===== config.mk =====
export PLATFORM = sky130hd
export DESIGN_NAME = binary_add_pipe
export DESIGN_NICKNAME = d
export VERILOG_FILES = /design/src/rtl/binary_add_pkg.sv /design/src/rtl/binary_add_stage.sv /design/src/rtl/binary_add_pipe.sv
export SDC_FILE = /design/constraint.sdc
export NUM_CORES = 1
export LEC_CHECK = 0
export CAP_MARGIN = 25
export CORE_MARGIN = 2
export CORE_UTILIZATION = 56
export CTS_BUF_LIST = sky130_fd_sc_hd__clkbuf_2 sky130_fd_sc_hd__clkbuf_4 sky130_fd_sc_hd__clkbuf_8
export DETAILED_ROUTE_END_ITERATION = 10
export PLACE_DENSITY = 0.94
export SLEW_MARGIN = 25
export SYNTH_ARGS = -nofsm -noshare
export SYNTH_HDL_FRONTEND = slang
export SYNTH_SLANG_ARGS = --single-unit
export TNS_END_PERCENT = 10

===== constraint.sdc =====
create_clock -name clk -period 3.97 [get_ports clk]
set_input_delay 0.5955 -clock clk [delete_from_list [all_inputs] [get_ports clk]]
set_output_delay 0.5955 -clock clk [all_outputs]
set_load 0.02 [all_outputs]

===== src/rtl/binary_add_pkg.sv =====
// binary_add_pkg -- shared definitions for the pipelined adder/subtractor.
//   MODE_ADD / MODE_SUB : values of the per-beat `sub` control bit.
//   sat_hi / sat_lo     : saturation limits for a given width and signedness,
//                         returned zero-extended in SAT_MAX_W bits.
//   cfg_ok              : parameter legality check used at elaboration.
package binary_add_pkg;

  localparam logic MODE_ADD = 1'b0;
  localparam logic MODE_SUB = 1'b1;

  localparam int SAT_MAX_W = 64;

  // Largest representable value: 2^(w-1)-1 when signed, 2^w-1 when unsigned.
  function automatic logic [SAT_MAX_W-1:0] sat_hi(input int unsigned width, input bit sgn);
    logic [SAT_MAX_W-1:0] r;
    r = '0;
    for (int i = 0; i < SAT_MAX_W; i++) begin
      if (i < int'(width)) r[i] = 1'b1;
    end
    if (sgn && width >= 1) r[width-1] = 1'b0;
    return r;
  endfunction

  // Smallest representable value: -2^(w-1) when signed, 0 when unsigned.
  function automatic logic [SAT_MAX_W-1:0] sat_lo(input int unsigned width, input bit sgn);
    logic [SAT_MAX_W-1:0] r;
    r = '0;
    if (sgn && width >= 1) r[width-1] = 1'b1;
    return r;
  endfunction

  function automatic bit cfg_ok(input int width, input int stages);
    return (stages >= 1) && (width >= 2) && ((width % stages) == 0);
  endfunction

endpackage


===== src/rtl/binary_add_stage.sv =====
// binary_add_stage -- one CW-bit chunk of the carry chain plus its slot register.
//   Adds chunk IDX (bits IDX*CW .. IDX*CW+CW-1) of in_a/in_b with in_c and
//   writes it into the partial result in_s.  Operands, mode and the partial
//   result all travel with the beat so later stages see their own chunks.
// Ports:
//   clk, rst             : clock, asynchronous active-high reset
//   en                   : global advance enable (0 freezes the slot)
//   in_valid / in_ready  : upstream handshake
//   in_a, in_b, in_sub   : operands (b already inverted for subtract) and mode
//   in_s, in_c           : partial result so far and carry into this chunk
//   out_valid / out_ready: downstream handshake
//   out_a .. out_c       : registered beat (out_c = carry out of this chunk)
// Handshake: a beat moves across a boundary on a clock edge where valid and
// ready are both 1; ready never depends on valid of the same boundary.
module binary_add_stage #(
  parameter int WIDTH = 16,
  parameter int CW    = 8,
  parameter int IDX   = 0
) (
  input  logic             clk,
  input  logic             rst,
  input  logic             en,
  input  logic             in_valid,
  output logic             in_ready,
  input  logic [WIDTH-1:0] in_a,
  input  logic [WIDTH-1:0] in_b,
  input  logic             in_sub,
  input  logic [WIDTH-1:0] in_s,
  input  logic             in_c,
  output logic             out_valid,
  input  logic             out_ready,
  output logic [WIDTH-1:0] out_a,
  output logic [WIDTH-1:0] out_b,
  output logic             out_sub,
  output logic [WIDTH-1:0] out_s,
  output logic             out_c
);

  localparam int LO = IDX * CW;

  logic [CW:0]      chunk_sum;
  logic [WIDTH-1:0] s_next;

  assign chunk_sum = {1'b0, in_a[LO +: CW]} + {1'b0, in_b[LO +: CW]} + {{CW{1'b0}}, in_c};

  always_comb begin
    s_next = in_s;
    s_next[LO +: CW] = chunk_sum[CW-1:0];
  end

  // The slot can take a beat when empty or when its own beat leaves this cycle.
  assign in_ready = en & (~out_valid | out_ready);

  always_ff @(posedge clk or posedge rst) begin
    if (rst) begin
      out_valid <= 1'b0;
      out_a     <= '0;
      out_b     <= '0;
      out_sub   <= 1'b0;
      out_s     <= '0;
      out_c     <= 1'b0;
    end else if (in_valid && in_ready) begin
      out_valid <= 1'b1;
      out_a     <= in_a;
      out_b     <= in_b;
      out_sub   <= in_sub;
      out_s     <= s_next;
      out_c     <= chunk_sum[CW];
    end else if (en && out_ready && out_valid) begin
      out_valid <= 1'b0;
    end
  end

endmodule


===== src/rtl/binary_add_pipe.sv =====
// binary_add_pipe -- pipelined two's-complement adder/subtractor.
//   The WIDTH-bit carry chain is cut into STAGES chunks of CW = WIDTH/STAGES
//   bits; stage k adds chunk k with the carry registered by stage k-1.
//   Latency is STAGES cycles, throughput one beat per cycle, bubbles collapse.
// Parameters: WIDTH (multiple of STAGES), STAGES (>= 1), SIGNED (1 = signed
//   overflow rule, 0 = unsigned rule).
// Optional build macro BINARY_ADD_SATURATE_EN: when defined, s is clamped to
//   the representable range whenever ovf=1 (carry/ovf still describe the raw
//   result); when undefined s wraps modulo 2^WIDTH.
// Ports:
//   clk, rst            : clock, asynchronous active-high reset
//   en                  : global advance enable; 0 freezes all stages
//   in_valid / in_ready : operand handshake (a, b, sub)
//   out_valid / out_ready: result handshake (s, carry, ovf)
//   carry               : add = carry out of MSB, sub = 1 when no borrow
//   ovf                 : overflow under the SIGNED rule
// Handshake: a beat transfers on a rising edge where valid & ready are both 1;
// the producer must hold in_valid, a, b and sub stable while in_ready=0.
module binary_add_pipe
  import binary_add_pkg::*;
#(
  parameter int WIDTH  = 16,
  parameter int STAGES = 2,
  parameter int SIGNED = 1
) (
  input  logic             clk,
  input  logic             rst,
  input  logic             en,
  input  logic             in_valid,
  output logic             in_ready,
  input  logic [WIDTH-1:0] a,
  input  logic [WIDTH-1:0] b,
  input  logic             sub,
  output logic             out_valid,
  input  logic             out_ready,
  output logic [WIDTH-1:0] s,
  output logic             carry,
  output logic             ovf
);

  localparam int CW = WIDTH / STAGES;

  if (!cfg_ok(WIDTH, STAGES)) begin : g_bad_cfg
    $error("binary_add_pipe: WIDTH must be a multiple of STAGES and STAGES >= 1");
  end

  // Boundary k sits in front of stage k; boundary STAGES is the output port.
  logic [STAGES:0] v_p;
  logic [STAGES:0] r_p;
  logic [WIDTH-1:0] a_p   [STAGES+1];
  logic [WIDTH-1:0] b_p   [STAGES+1];
  logic [WIDTH-1:0] s_p   [STAGES+1];
  logic             sub_p [STAGES+1];
  logic             c_p   [STAGES+1];

  // Subtract is a + ~b + 1: invert b once here and seed the chain with 1.
  assign v_p[0]   = in_valid;
  assign a_p[0]   = a;
  assign b_p[0]   = (sub == MODE_SUB) ? ~b : b;
  assign sub_p[0] = sub;
  assign s_p[0]   = '0;
  assign c_p[0]   = (sub == MODE_SUB);

  assign r_p[STAGES] = out_ready;
  assign in_ready    = r_p[0] & ~rst;

  for (genvar k = 0; k < STAGES; k++) begin : g_stage
    binary_add_stage #(
      .WIDTH (WIDTH),
      .CW    (CW),
      .IDX   (k)
    ) u_stage (
      .clk       (clk),
      .rst       (rst),
      .en        (en),
      .in_valid  (v_p[k]),
      .in_ready  (r_p[k]),
      .in_a      (a_p[k]),
      .in_b      (b_p[k]),
      .in_sub    (sub_p[k]),
      .in_s      (s_p[k]),
      .in_c      (c_p[k]),
      .out_valid (v_p[k+1]),
      .out_ready (r_p[k+1]),
      .out_a     (a_p[k+1]),
      .out_b     (b_p[k+1]),
      .out_sub   (sub_p[k+1]),
      .out_s     (s_p[k+1]),
      .out_c     (c_p[k+1])
    );
  end

  logic [WIDTH-1:0] s_raw;
  logic             a_msb;
  logic             b_msb;
  logic             sub_last;
  logic             carry_msb_in;
  logic             unused_low_operands;

  assign s_raw    = s_p[STAGES];
  assign a_msb    = a_p[STAGES][WIDTH-1];
  assign b_msb    = b_p[STAGES][WIDTH-1];
  assign sub_last = sub_p[STAGES];
  assign unused_low_operands = ^{a_p[STAGES][WIDTH-2:0], b_p[STAGES][WIDTH-2:0]};

  // The MSB sum bit is a ^ b ^ cin, so the carry into the MSB falls out of the
  // registered operand and result MSBs without keeping an extra flop.
  assign carry_msb_in = a_msb ^ b_msb ^ s_raw[WIDTH-1];

  assign out_valid = v_p[STAGES];
  assign carry     = c_p[STAGES];
  assign ovf       = (SIGNED != 0) ? (carry ^ carry_msb_in)
                                   : (sub_last ? ~carry : carry);

`ifdef BINARY_ADD_SATURATE_EN
  localparam logic [SAT_MAX_W-1:0] SAT_HI_FULL = sat_hi(WIDTH, SIGNED != 0);
  localparam logic [SAT_MAX_W-1:0] SAT_LO_FULL = sat_lo(WIDTH, SIGNED != 0);
  localparam logic [WIDTH-1:0]     SAT_HI      = SAT_HI_FULL[WIDTH-1:0];
  localparam logic [WIDTH-1:0]     SAT_LO      = SAT_LO_FULL[WIDTH-1:0];

  // Signed overflow only happens when both effective operands share a sign,
  // so a's MSB tells positive from negative overflow.  Unsigned: add runs off
  // the top, subtract runs off the bottom.
  logic clamp_hi;
  assign clamp_hi = (SIGNED != 0) ? ~a_msb : ~sub_last;
  assign s        = ovf ? (clamp_hi ? SAT_HI : SAT_LO) : s_raw;
`else
  assign s = s_raw;
`endif

endmodule


## Yosys cells after proc, flatten, opt, wreduce, memory -nomap -nowiden

Index checks and enable logic that the tools add are counted.

- Word-level logic and storage cells: 39
- Input bits: 38
- Register bits after elaboration: 92

- Muxes and demuxes: 5
- Reduce and logical (&&, ||, !) cells: 8
- $add $sub $neg: 4
- Bitwise gates (word level): 12

Operators by type and width:

| kind | number |
|---|---|
| adder 8 x 8 -> 9 bit | 2 |
| adder 9 x 1 -> 9 bit | 2 |
| two-way mux 16 bit | 1 |
| inverter 16 bit | 1 |
| logical AND 1 bit | 6 |
| two-way mux 1 bit | 4 |
| nonzero test 2 bit | 2 |
| bitwise AND 1 bit | 3 |
| inverter 1 bit | 3 |
| bitwise XOR 1 bit | 3 |
| bitwise OR 1 bit | 2 |

## Logic depth before layout (Yosys ltp)

Gate-level depths: netlist of run 1.

- Depth in word-level cells: 7
- Mapped depth: 10
- Mapped depth without buffers: 8

## Hierarchy

Synthesis of run 1 repeated with hierarchy kept, for this count alone.

- Cell total of the unflattened synthesis: 533
- Area total of the unflattened synthesis: 4,790.8 µm²

By module, submodules not included:

| module | cells each | area an instance (µm²) | instances |
|---|---|---|---|
| binary_add_stage (g_stage[1].u_stage) | 255 | 2,292.2 | 1 |
| binary_add_stage (g_stage[0].u_stage) | 255 | 2,290.9 | 1 |
| binary_add_pipe | 23 | 207.7 | 1 |

## Least setup slack after synthesis of run 1

Ideal clock, no wire load.

- Path kind: input-to-output
- Start: input port rst
- End: output port in_ready
- Data required time: 3.374 ns
- Path buffers: 0
- Stages on the path: 2
- Data arrival time: 1.987 ns
- Setup slack: 1.387 ns
- Cells stage by stage: inv_1 and3_1

- Word-level cells in the longest chain between the ends: 2

Ends and longest elaborated chain:

| element | line | RTL |
|---|---|---|
| start: declaration | binary_add_pipe.sv:27 | `input logic rst,` |
| inverter 1 bit | binary_add_pipe.sv:65 | `assign in_ready = r_p[0] & ~rst;` |
| bitwise AND 1 bit | binary_add_pipe.sv:65 |  |
| end: declaration | binary_add_pipe.sv:30 | `output logic in_ready,` |

Every way passes these cells.

## Worst setup path after layout of run 1

- Start: input port sub
- End: register g_stage[0].u_stage.out_c

- Word-level cells in the longest chain between the ends: 3

Ends and longest elaborated chain:

| element | line | RTL |
|---|---|---|
| start: declaration | binary_add_pipe.sv:33 | `input logic sub,` |
| two-way mux 16 bit | binary_add_pipe.sv:59 | `assign b_p[0] = (sub == MODE_SUB) ? ~b : b;` |
| adder 8 x 8 -> 9 bit | binary_add_stage.sv:44 | `assign chunk_sum = {1'b0, in_a[LO +: CW]} + {1'b0, in_b[LO +: CW]} + {{CW{1'b0}}, in_c};` |
| adder 9 x 1 -> 9 bit (*) | binary_add_stage.sv:44 |  |
| end signal: assignment | binary_add_stage.sv:68 | `out_c <= chunk_sum[CW];` |
| end: declaration | binary_add_stage.sv:36 | `output logic out_c` |

Mark *: on every way between the ends. The rest lies on a longest branch, timed or not.
A chain may end at the register's enable or synchronous reset.

==> qor.csv, run 1 <==
metric,value,unit
worstPathArrival,2950,ps
worstMarginPinSlew,854,ps
grt_pass1_vias,2135,
reg2reg_depth,7,
reg2reg_slack,1650,ps
rows,24,
power_frac_clock,0.182,
critPathLaunch,sub,
p_sw_frac,0.356,
crit_type,input port to register,
synth_top_cells_by_count,"nand2_1, dfrtp_1, o21ai_0, ha_1, xnor2_1",
syn_inst,275,
grt-ovfl-total,0,
antenna_found_initial,0,
cts_setup_buffers,0,
critPathMaxStageDelay,680,ps
root_buffer,clkbuf_8,
required,4140,ps
die_w,71.1,µm
max_freq,0.361,GHz
maxSlewHeadroom,0.429,
slowest_stage,clkdlybuf4s50_1,
vias,2101,
r2r_end,g_stage[1].u_stage.out_s[14],
hold_path_depth,2,
ys_seq_elements,46,
synth.avg_cell_area,9.17,µm²
grt_pass1_wl,9.48,mm
htree_levels,2,
cp_cell_sequence,clkdlybuf4s50_1 -> xor2_1 -> ha_1 -> nor2b_4 -> o31ai_2 -> a21oi_2 -> a2111oi_2 -> nor3_1,
status,finished clean,
drive_gt1_frac,0.0514,
synth_top_area_frac,0.456,
final_max_slew_viol_count,0,
cts_buffers,5,
finClkSkew,5.35,ps
avgRoutedWirePerCell,14.9,µm
track_usage,0.241,
ant_nets,0,
io_buffers,57,
drt_first_pass_iters,4,
synth_edf_count,0,
cts_buffer_depth,2,
routed_via_density,5.49,
finalInstanceArea,0.00323,mm²
setup_viol,0,
grt_setup_unrepaired,no,
rr_startpoint,g_stage[0].u_stage.out_a[8],
combPwrFrac,0.429,
endpoint_kind,register,
fin_worst_hold_slack,472,ps
hold_violations,0,
start_util,0.579,
initialDrtViolationCount,166,
post-route-min-period,2770,ps
fin_cells,383,
postSynth.asyncResetShare,1.00,
area_growth,28.2,%
core-area,0.00435,mm²
vdd.ir_drop.worst,0.000298,V
gp_congestion,0.866,
place_area,0.00312,mm²
critPathCapture,g_stage[0].u_stage.out_c,
maxCapViolCount,0,
syn-num-nets,330,
synth_top_cell_by_area,dfrtp_1,
leakagePower,1.52,nW
clkTransAtPathRegs,80,ps
cts_tree,built,
totalWireLength,5.70,mm
ys.flop_type,dfrtp_1,
die_h,71.1,µm
p_switching,0.635,mW
boundaryPins,58,
hold_buffers,0,
start_kind,input port,
ys_seq_area_frac,0.456,
dieArea,0.00506,mm²
cts.sinks,46,
fin_tns_setup,0,ps
yosysUniqueCellTypes,36,
power.internal,1.15,mW
syn_area,0.00252,mm²
hp-class,register to register,
ys_warn_count,0,
clk_latency,290,ps
crit_fanout,10,
power_frac_seq,0.389,
nets,385,
ys_top_cells_by_area,"dfrtp_1, nand2_1, ha_1",
antennaDiodeCount,0,
powerDensity,552,mW/mm²
period_share,0.699,
dpl.cell_count,375,
grt_max_degree,47,
drc_errors,0,
synth.most_common_cell,nand2_1,
cts_resized,0,
hpwl,4.30,mm
registers in the layout, summed over array words and instances, names as in the netlist:
| signal | cells |
|---|---|
| g_stage.u_stage.out_s | 24 |
| g_stage.u_stage.out_b | 9 |
| g_stage.u_stage.out_valid | 2 |
| g_stage.u_stage.out_c | 2 |
| g_stage.u_stage.out_a | 9 |
worst min-delay path by stage:
stage,start,end
floorplan,g_stage[0].u_stage.out_s[0],g_stage[1].u_stage.out_s[0]
global placement,g_stage[0].u_stage.out_s[0],g_stage[1].u_stage.out_s[0]
detailed placement,g_stage[0].u_stage.out_s[0],g_stage[1].u_stage.out_s[0]
CTS,g_stage[0].u_stage.out_s[0],g_stage[1].u_stage.out_s[0]
global route,g_stage[0].u_stage.out_s[0],g_stage[1].u_stage.out_s[0]
finish,g_stage[0].u_stage.out_s[0],g_stage[1].u_stage.out_s[0]
cell families (layout without fill, tap and decap cells):
kind of cell,Yosys count,after routing,synth area share
compound gates,58,58,0.142
xor+xnor,27,27,0.0938
fa+ha+maj,17,17,0.0933
buf+inv,15,71,0.0268
flops,46,46,0.456
mux,1,1,0.00546
simple gates,111,111,0.182
power by group through the flow:
stage          Sequential (mW)  Clock (mW)  Combinational, mW
2_1_floorplan            0.781           0              0.370
3_3_place_gp             0.695           0              0.732
3_5_place_dp             0.704           0              0.761
4_1_cts                  0.695       0.326              0.767
5_1_grt                  0.715       0.345              0.840
6_report                 0.695       0.324              0.766
layout make-up:
type,instances,area (µm²)
clock buffers,8,110
well taps,52,65.1
flip-flops and latches,46,1150
fillers,299,1120
repair buffers,60,593
inverters,3,11.3
multi-input cells,214,1300
through the flow:
stage	util	total power [mW]	setup slack (ps)
5_1_grt	0.743	1.90	1010
3_5_place_dp	0.718	1.47	856
2_1_floorplan	-	1.15	1390
4_1_cts	0.743	1.79	1160
6_report	0.743	1.79	1200
3_3_place_gp	0.718	1.43	1030
routing by layer:
| layer | wire, µm | GRT usage | vias to the layer above |
|---|---|---|---|
| met2 | 2850 | 0.396 | 73 |
| met5 | 0 | 0 | - |
| met1 | 2440 | 0.312 | 985 |
| li1 | - | - | 1028 |
| met3 | 262 | 0.0513 | 15 |
| met4 | 153 | 0.0985 | 0 |
cell usage in the layout, fill, tap and decap left out, types with 5 or more instances in the layout:
master / Yosys / layout
nand2_1: 88 / 88
clkdlybuf4s50_1: 0 / 57
dfrtp_1: 46 / 46
o21ai_0: 28 / 28
xnor2_1: 14 / 14
ha_1: 14 / 14
xor2_1: 13 / 13
nor2_1: 8 / 8
clkbuf_8: 0 / 8
a21oi_1: 7 / 7
and3_1: 5 / 5
worst max-delay path: cells and delay by family:
family	cells	cell delay (ps)
xor gates and xnor gates	1	280
AOI/OAI and AO/OA	3	780
buffers and inverters	1	680
adders and majority gates	1	360
and+or+nand+nor	2	250
(Power assumes the default switching activity.)
==> run 2, diff against run 1 <==
--- a/config.mk
+++ b/config.mk
@@ -7,10 +7,10 @@
 export LEC_CHECK = 0
 export CAP_MARGIN = 25
 export CORE_MARGIN = 2
-export CORE_UTILIZATION = 56
+export CORE_UTILIZATION = 52
 export CTS_BUF_LIST = sky130_fd_sc_hd__clkbuf_2 sky130_fd_sc_hd__clkbuf_4 sky130_fd_sc_hd__clkbuf_8
 export DETAILED_ROUTE_END_ITERATION = 10
-export PLACE_DENSITY = 0.94
+export PLACE_DENSITY = 0.88
 export SLEW_MARGIN = 25
 export SYNTH_ARGS = -nofsm -noshare
 export SYNTH_HDL_FRONTEND = slang
==> constraint.sdc (replaced) <==
create_clock -name clk -period 2.7 [get_ports clk]
set_input_delay 0.405 -clock clk [delete_from_list [all_inputs] [get_ports clk]]
set_output_delay 0.405 -clock clk [all_outputs]
set_load 0.02 [all_outputs]
==> run 2 against run 1 <==
  * Sequential power is 47% higher
  * Final area rose by 0.54%
  * Worst hold slack worse by 2.2 ps
  * Core utilization down 5.0 points
  * Clock power grew 37%
  * Critical endpoint unchanged
  * Largest power group unchanged
==> qor.csv, run 2 (synthesis gave the netlist of run 1 again) <==
metric,value,unit
status,finished clean,
initialDrtViolationCount,170,
hpwl,4.25,mm
drc_errors,0,
cts_resized,0,
power_frac_seq,0.392,
vdd.ir_drop.worst,0.000402,V
worstPathArrival,2610,ps
register_area,0.00115,mm²
boundaryPins,58,
drive_gt1_frac,0.0627,
antenna_found_initial,0,
r2r_end,g_stage[1].u_stage.out_c,
max_flop_register,g_stage.u_stage.out_s,
grt_pass1_vias,2092,
nFillCells,384,
cts_setup_buffers,0,
most-common-layout-cells,"nand2_1, clkdlybuf4s50_1, dfrtp_1, o21ai_0",
die_h,73.6,µm
slowest_stage,clkdlybuf4s50_1,
largest_reg_flops,24,
final_max_slew_viol_count,0,
root_buffer,clkbuf_8,
grt_pass1_wl,9.69,mm
hold_violations,0,
vias,2130,
avgRoutedWirePerCell,14.8,µm
fin_cells,389,
power_frac_clock,0.171,
dpl.cell_count,381,
track_usage,0.239,
powerDensity,799,mW/mm²
worstMarginPinSlew,570,ps
totalWireLength,5.74,mm
crit_fanout,7,
io_buffers,57,
gp_congestion,0.893,
grt_setup_unrepaired,no,
min_from,g_stage[0].u_stage.out_s[0],
core-area,0.00469,mm²
p_sw_frac,0.363,
power.internal,1.65,mW
rr_startpoint,g_stage[0].u_stage.out_a[8],
start_kind,input port,
area_growth,28.9,%
cts_buffers,5,
p_switching,0.943,mW
grt_max_degree,47,
grt-ovfl-total,0,
maxCapViolCount,0,
reg2reg_depth,7,
cts_buffer_depth,2,
critPathMaxStageDelay,580,ps
endpoint_kind,register,
hold_buffers,0,
whs_endpoint,g_stage[1].u_stage.out_s[0],
htree_levels,2,
reg2reg_slack,380,ps
combPwrFrac,0.437,
multi_input_area,0.00130,mm²
setup_viol,0,
routed_via_density,5.48,
hp-class,register to register,
rows,25,
finClkSkew,7.54,ps
hold_path_depth,2,
layout_commonest_cell,nand2_1,
antennaDiodeCount,0,
die_w,73.6,µm
nets,389,
drt_first_pass_iters,4,
maxSlewHeadroom,0.620,
clk_latency,300,ps
crit_type,input port to register,
period_share,0.900,
fin_worst_hold_slack,470,ps
required,2880,ps
max_freq,0.412,GHz
clkTransAtPathRegs,90,ps
cp_cell_sequence,clkdlybuf4s50_1 -> xor2_1 -> ha_1 -> nor2b_4 -> o31ai_2 -> a21oi_2 -> a2111oi_2 -> nor3_1,
post-route-min-period,2430,ps
cts_tree,built,
top_regs,"g_stage.u_stage.out_s: 24 flops, g_stage.u_stage.out_a: 9 flops, g_stage.u_stage.out_b: 9 flops",
cts.sinks,46,
start_util,0.538,
dieArea,0.00542,mm²
leakagePower,1.53,nW
ant_nets,0,
-- run 2: metal layers --
metal | routed length, µm | GRT usage | vias up | share of wire
met1 | 2350 | 0.296 | 1001 | 0.41
met2 | 2910 | 0.404 | 81 | 0.51
met3 | 322 | 0.0508 | 16 | 0.056
li1 | - | - | 1032 | -
met5 | 0 | 0 | - | 0
met4 | 162 | 0.103 | 0 | 0.028
-- run 2: critical path, delay by kind of cell --
family | cells | cell delay (ps)
compound gates | 3 | 770
simple gates | 2 | 260
xor+xnor | 1 | 230
fa+ha+maj | 1 | 350
buf+inv | 1 | 580
-- run 2: area by class of cell --
class | count | share of cell area
Inverter | 3 | 0.00346
Multi-Input combinational cell | 214 | 0.401
Clock inverter | 1 | 0.00154
Tap cell | 54 | 0.0208
Sequential cell | 46 | 0.354
Timing Repair Buffer | 64 | 0.192
Clock buffer | 7 | 0.0277
-- run 2: worst max path at each step --
stage | startpoint | end | slack [ps] | depth (start not counted)
floorplan | sub | g_stage[0].u_stage.out_c | 460 | 9
global placement | sub | g_stage[0].u_stage.out_c | 80 | 8
detailed placement | sub | g_stage[0].u_stage.out_c | -30 | 8
CTS | sub | g_stage[0].u_stage.out_c | 260 | 8
global route | sub | g_stage[0].u_stage.out_c | 80 | 8
finish | sub | g_stage[0].u_stage.out_c | 270 | 8
-- run 2: power groups by stage --
stage	clock (mW)	sequential (mW)	combinational, mW
global placement	0	1.02	1.09
detailed placement	0	1.03	1.12
finish	0.445	1.02	1.13
floorplan	0	1.15	0.544
CTS	0.449	1.02	1.14
global route	0.476	1.05	1.26
-- run 2: per-stage QoR --
step	area, µm²	total power, mW	TNS, ps	worst slack (ps)	util
after floorplan	2520	1.69	0	457	-
after global placement	3160	2.11	0	82.7	0.673
after detailed placement	3160	2.15	-30.5	-30.5	0.673
after CTS	3250	2.61	0	263	0.693
after global routing	3250	2.78	0	76.9	0.693
final	3250	2.60	0	271	0.693
==> patch 1, RTL diff (settings of run 2) <==
Put a register stage on the output `ovf`. The value now appears one clock later. The other outputs are not delayed to match.
--- a/src/rtl/binary_add_pipe.sv
+++ b/src/rtl/binary_add_pipe.sv
@@ -109,8 +109,9 @@
 
   assign out_valid = v_p[STAGES];
   assign carry     = c_p[STAGES];
-  assign ovf       = (SIGNED != 0) ? (carry ^ carry_msb_in)
-                                   : (sub_last ? ~carry : carry);
+  always_ff @(posedge clk) begin
+      ovf <= (SIGNED != 0) ? (carry ^ carry_msb_in) : (sub_last ? ~carry : carry);
+  end
 
 `ifdef BINARY_ADD_SATURATE_EN
   localparam logic [SAT_MAX_W-1:0] SAT_HI_FULL = sat_hi(WIDTH, SIGNED != 0);
Check against the original RTL: not equivalent (Yosys sat finds a counterexample within 4 cycles, from zero or initial values and one cycle with rst high).
==> patch 1 against run 2 <==
- total power shrank 1.0%
- sequential cell count rose by 1
- core utilization is essentially flat
- final area rose by 0.69%
- highest routed layer unchanged
- clock power grew 2%
- setup slack improved by 63 ps
- routed wire length fell by 15%
- first-iteration DRC count fell by 6.5%
- maximum frequency up 2.7%
- combinational power decreased by 6%
- die area is 0.76% higher
- area after synthesis up 0.79%
==> patch 1: results (changes against run 2) <==
pwr:
  p_leak_uw: 0.001529  # -0.15%
  p_seq_share_pct: 40.9  # +1.7 points
  ir_worst_vdd_mv: 0.3066  # -24%
  top_power_group: "combinational logic"
  p_sw_share_pct: 34.79  # -1.5 points
  clkPwrFrac_pct: 17.7  # +0.6 points
place:
  gp_congestion: 0.7895  # -12%
  dp_slack_ps: 19.17  # +49.70 ps
  dp.cells: 392  # +2.9%
  dpl.hpwl_um: 3748  # -12%
cts:
  htreeDepth: 2  # unchanged
  cts_setup_buffers: 0  # unchanged
  cts-root-buf: "clkbuf_8"
  cts-resized-gates: 0  # unchanged
  cts_buffer_depth: 2  # unchanged
final_layout:
  nets: 387  # -0.51%
  fill_cells: 362  # -5.7%
  drive_gt1_share_pct: 5.405  # -0.86 points
route:
  vias: 2039  # -4.3%
  drtIter0Drc: 159  # -6.5%
  viasPerCell: 5.098  # -6.9%
  wire_per_inst_um: 12.24  # -17%
run_status:
  status: "completed"
sta:
  fin_crit_sh_pct: 87.64  # -2.3 points
  slew_headroom_pct: 49.44  # -13 points
  finClkSkew_ps: 6.742  # -0.7932 ps
worst_hold_path:
  hold_depth: 2  # unchanged
  min_from: "g_stage[1].u_stage.out_s[4]"
  hold_path_end: "g_stage[1].u_stage.out_s[4]"
  hold_path_class: "register to register"
logic_synthesis:
  syn_inst: 276  # +0.36%
  async_flop_share_pct: 97.87  # -2.1 points
  synth_xor_area_share_pct: 9.301  # -0.074 points
  synth_cell_type_count: 37  # +2.8%
  synth_compound_area_share_pct: 14.12  # -0.11 points
  synthMuxAreaShare_pct: 0.5413  # -0.0043 points
  synth-adder-area-share_pct: 9.252  # -0.073 points
  synth_nets: 331  # +0.30%
  ys_seq_area_share_pct: 46.06  # +0.43 points
  synth-main-ff-cell: "dfrtp_1"
  yosys-top-cells-area: "dfrtp_1 45%, nand2_1 13%, ha_1 6.9%"
global_route:
  grt_pass1_vias: 1811  # -13%
  grt_usage_pct: 18.92  # -5.0 points
  grt_first_pass_wirelength_um: 7997  # -17%
setup_path:
  cpPeakStageDelay_ps: 550  # -30 ps
  cp-startpoint: "sub"
  reg2reg_to: "g_stage[1].u_stage.out_c"
  worstPathArrival_ps: 2530  # -80 ps
  reg2reg_from: "g_stage[0].u_stage.out_a[8]"
  crit_path_max_fanout: 6  # -1
  reg2reg_slack_ps: 410  # +30 ps
patch 1: changes by cell type in the layout (fill, tap and decap cells not counted), sizes merged:
cell	run 2	this run
clkinv	1	0
dfxtp	0	1
clkbuf	7	8
buf	7	4
patch 1: through the flow:
step	power (uW)	instance area (um^2)	hold WS, ps
floorplan	1698	2542	438.6
global placement	2086	3171	453.0
detailed placement	2127	3171	456.6
CTS	2586	3274	481.2
global route	2744	3274	500.1
finish	2571	3274	478.8
patch 1: per-layer routing:
layer | GRT usage, % | share of wire [%]
met1 | 26.18 | 49
met3 | 3.292 | 3.6
met5 | 0 | 0
met2 | 29.76 | 45
met4 | 7.475 | 2.3
patch 1: layout make-up:
class / count / area [um^2] / area share (%)
flip-flops and latches: 47 / 1171 / 35.77
inverters: 3 / 11.26 / 0.3439
multi-input cells: 214 / 1304 / 39.82
repair buffers: 61 / 600.6 / 18.34
well taps: 67 / 83.83 / 2.560
clock buffers: 8 / 103.9 / 3.172
==> patch 2, RTL diff (config.mk and constraints of run 2) <==
Made on the original files. Add a define of `BINARY_ADD_SATURATE_EN`.
--- a/src/rtl/binary_add_pipe.sv
+++ b/src/rtl/binary_add_pipe.sv
@@ -16,6 +16,8 @@
 //   ovf                 : overflow under the SIGNED rule
 // Handshake: a beat transfers on a rising edge where valid & ready are both 1;
 // the producer must hold in_valid, a, b and sub stable while in_ready=0.
+`define BINARY_ADD_SATURATE_EN
+
 module binary_add_pipe
   import binary_add_pkg::*;
 #(
Check against the original RTL: not equivalent (a bounded check fails within 4 cycles, from zero or initial values and one cycle with rst high).
==> patch 2 against run 2 <==
- sequential cell count unchanged
- area after synthesis is 4.4% higher
- first-iteration DRC count is 31% lower
- routed wire length is 3.3% lower
- non-clock buffer count is 4 higher
- setup slack got worse by 120 ps
- die area increased by 4.1%
- final area is 5.0% higher
- register-to-register slack got worse by 50 ps
Power is not compared: it rests on default switching activity, and its combinational part moved more than twofold at a synthesized area within 25%.
==> patch 2: results (changes against run 2) <==
pwr:
  p_leak_uw: 0.001683
  ir_worst_vdd_mv: 0.8631
route:
  wire_per_inst_um: 13.07  # -11%
  drtIter0Drc: 117  # -31%
  dr.pass1.iters: 4  # unchanged
  viasPerCell: 5.212  # -4.8%
global_route:
  gr-usage-met2_pct: 37.62  # -2.8 points
  antenna_found_initial: 0  # unchanged
  grt_first_pass_wirelength_um: 9453  # -2.4%
  met3_usage_pct: 4.150  # -0.93 points
  met1_usage_pct: 28.66  # -0.91 points
  grt_pass1_vias: 2098  # +0.29%
  grt_usage_pct: 22.15  # -1.8 points
final_layout:
  drive_gt1_share_pct: 5.866  # -0.40 points
  reg.largest.list: "g_stage.u_stage.out_s: 24 flops, g_stage.u_stage.out_a: 9 flops, g_stage.u_stage.out_b: 9 flops"
  nets: 413  # +6.2%
  n_antenna_cell: 0  # unchanged
sta:
  finClkSkew_ps: 2.678  # -4.858 ps
  slew_headroom_pct: 63.13  # +1.1 points
cts:
  cts_setup_buffers: 0  # unchanged
  cts.clk_slew.worst_paths_ps: 80
  cts_buffer_depth: 2  # unchanged
  htreeDepth: 2  # unchanged
  cts-root-buf: "clkbuf_8"
  cts-resized-gates: 0  # unchanged
logic_synthesis:
  yosysWarningCount: 0  # unchanged
  async_flop_share_pct: 100.0  # unchanged
  ys_seq_area_share_pct: 43.73  # -1.9 points
  synth_cell_type_count: 35  # -2.8%
  synth_commonest_cells: "91 x nand2_1, 46 x dfrtp_1, 29 x o21ai_0, 14 x ha_1, 14 x xor2_1"
  yosys-top-cells-area: "dfrtp_1 44%, nand2_1 13%, ha_1 6.7%"
  synth_nets: 351  # +6.4%
setup_path:
  worstPathArrival_ps: 2150  # -460 ps
  cpLargestDelayFamily: "buffers and inverters"
  crit_path_max_fanout: 10  # +3
place:
  dp_slack_ps: -20.32  # +10.20 ps
  port_buffers: 57  # unchanged
  gp_congestion: 0.8929  # about the same
  dpl.hpwl_um: 4393  # +3.4%
worst_hold_path:
  hold_path_class: "register to register"
run_status:
  status: "completed"
[patch 2: worst reg2reg max path, delay by kind of cell (launching register included)]
family | cells | cell delay [ps]
flip-flops | 1 | 410
adder cells (fa/ha/maj) | 2 | 900
AO/OA/AOI/OAI | 5 | 940
[patch 2: final cells by class]
class | count | area, um^2
Fill cell | 408 | 1403
Multi-Input combinational cell | 233 | 1413
Inverter | 4 | 15.01
Timing Repair Buffer | 68 | 668.1
Sequential cell | 46 | 1151
Tap cell | 67 | 83.83
Clock buffer | 7 | 83.83
[patch 2: routing by layer]
metal,share of wire [%],routed length [um]
met1,45,2511
met2,49,2743
met3,4.1,230
met4,1.3,71
met5,0,0
[patch 2: through the flow]
step | std cells | utilization [%] | hold WS (ps) | instance area [um^2] | setup TNS (ps)
finish | 425 | 70.88 | 470.1 | 3415 | 0
CTS | 425 | 70.52 | 469.0 | 3397 | 0
global route | 425 | 70.88 | 497.9 | 3415 | 0
detailed placement | 418 | 68.78 | 450.2 | 3313 | -20.32
floorplan | 296 | - | 438.6 | 2633 | 0
global placement | 418 | 68.78 | 448.2 | 3313 | 0
[patch 2: cell families after synthesis]
kind of cell,count (synthesis),synth area share (%)
buffers and inverters,17,2.709
muxes,1,0.3802
and+or+nand+nor,115,17.73
DFF,46,43.73
xor gates and xnor gates,27,8.983
adders and majority gates,17,8.936
AOI/OAI and AO/OA,73,17.54
[patch 2: worst paths after layout]
kind | to | slack (ps) | cells after the start | from
max | s[2] | 150 | 5 | g_stage[1].u_stage.out_a[15]
min in group asynchronous | g_stage[1].u_stage.out_s[6] | 610 | 3 | rst
min reg2reg | g_stage[1].u_stage.out_s[4] | 470 | 2 | g_stage[0].u_stage.out_s[4]
max in group asynchronous | g_stage[0].u_stage.out_a[12] | 1720 | 3 | rst
max reg2reg | g_stage[1].u_stage.out_c | 330 | 7 | g_stage[0].u_stage.out_a[8]
min | g_stage[1].u_stage.out_s[4] | 470 | 2 | g_stage[0].u_stage.out_s[4]
[patch 2: power breakdown]
part / internal [uW] / switching, uW / leakage [uW]
sequential: 892 / 139 / 0.000570
clock: 198 / 211 / 0.0000452
combinational: 1160 / 1240 / 0.00107
total: 2250 / 1590 / 0.00168
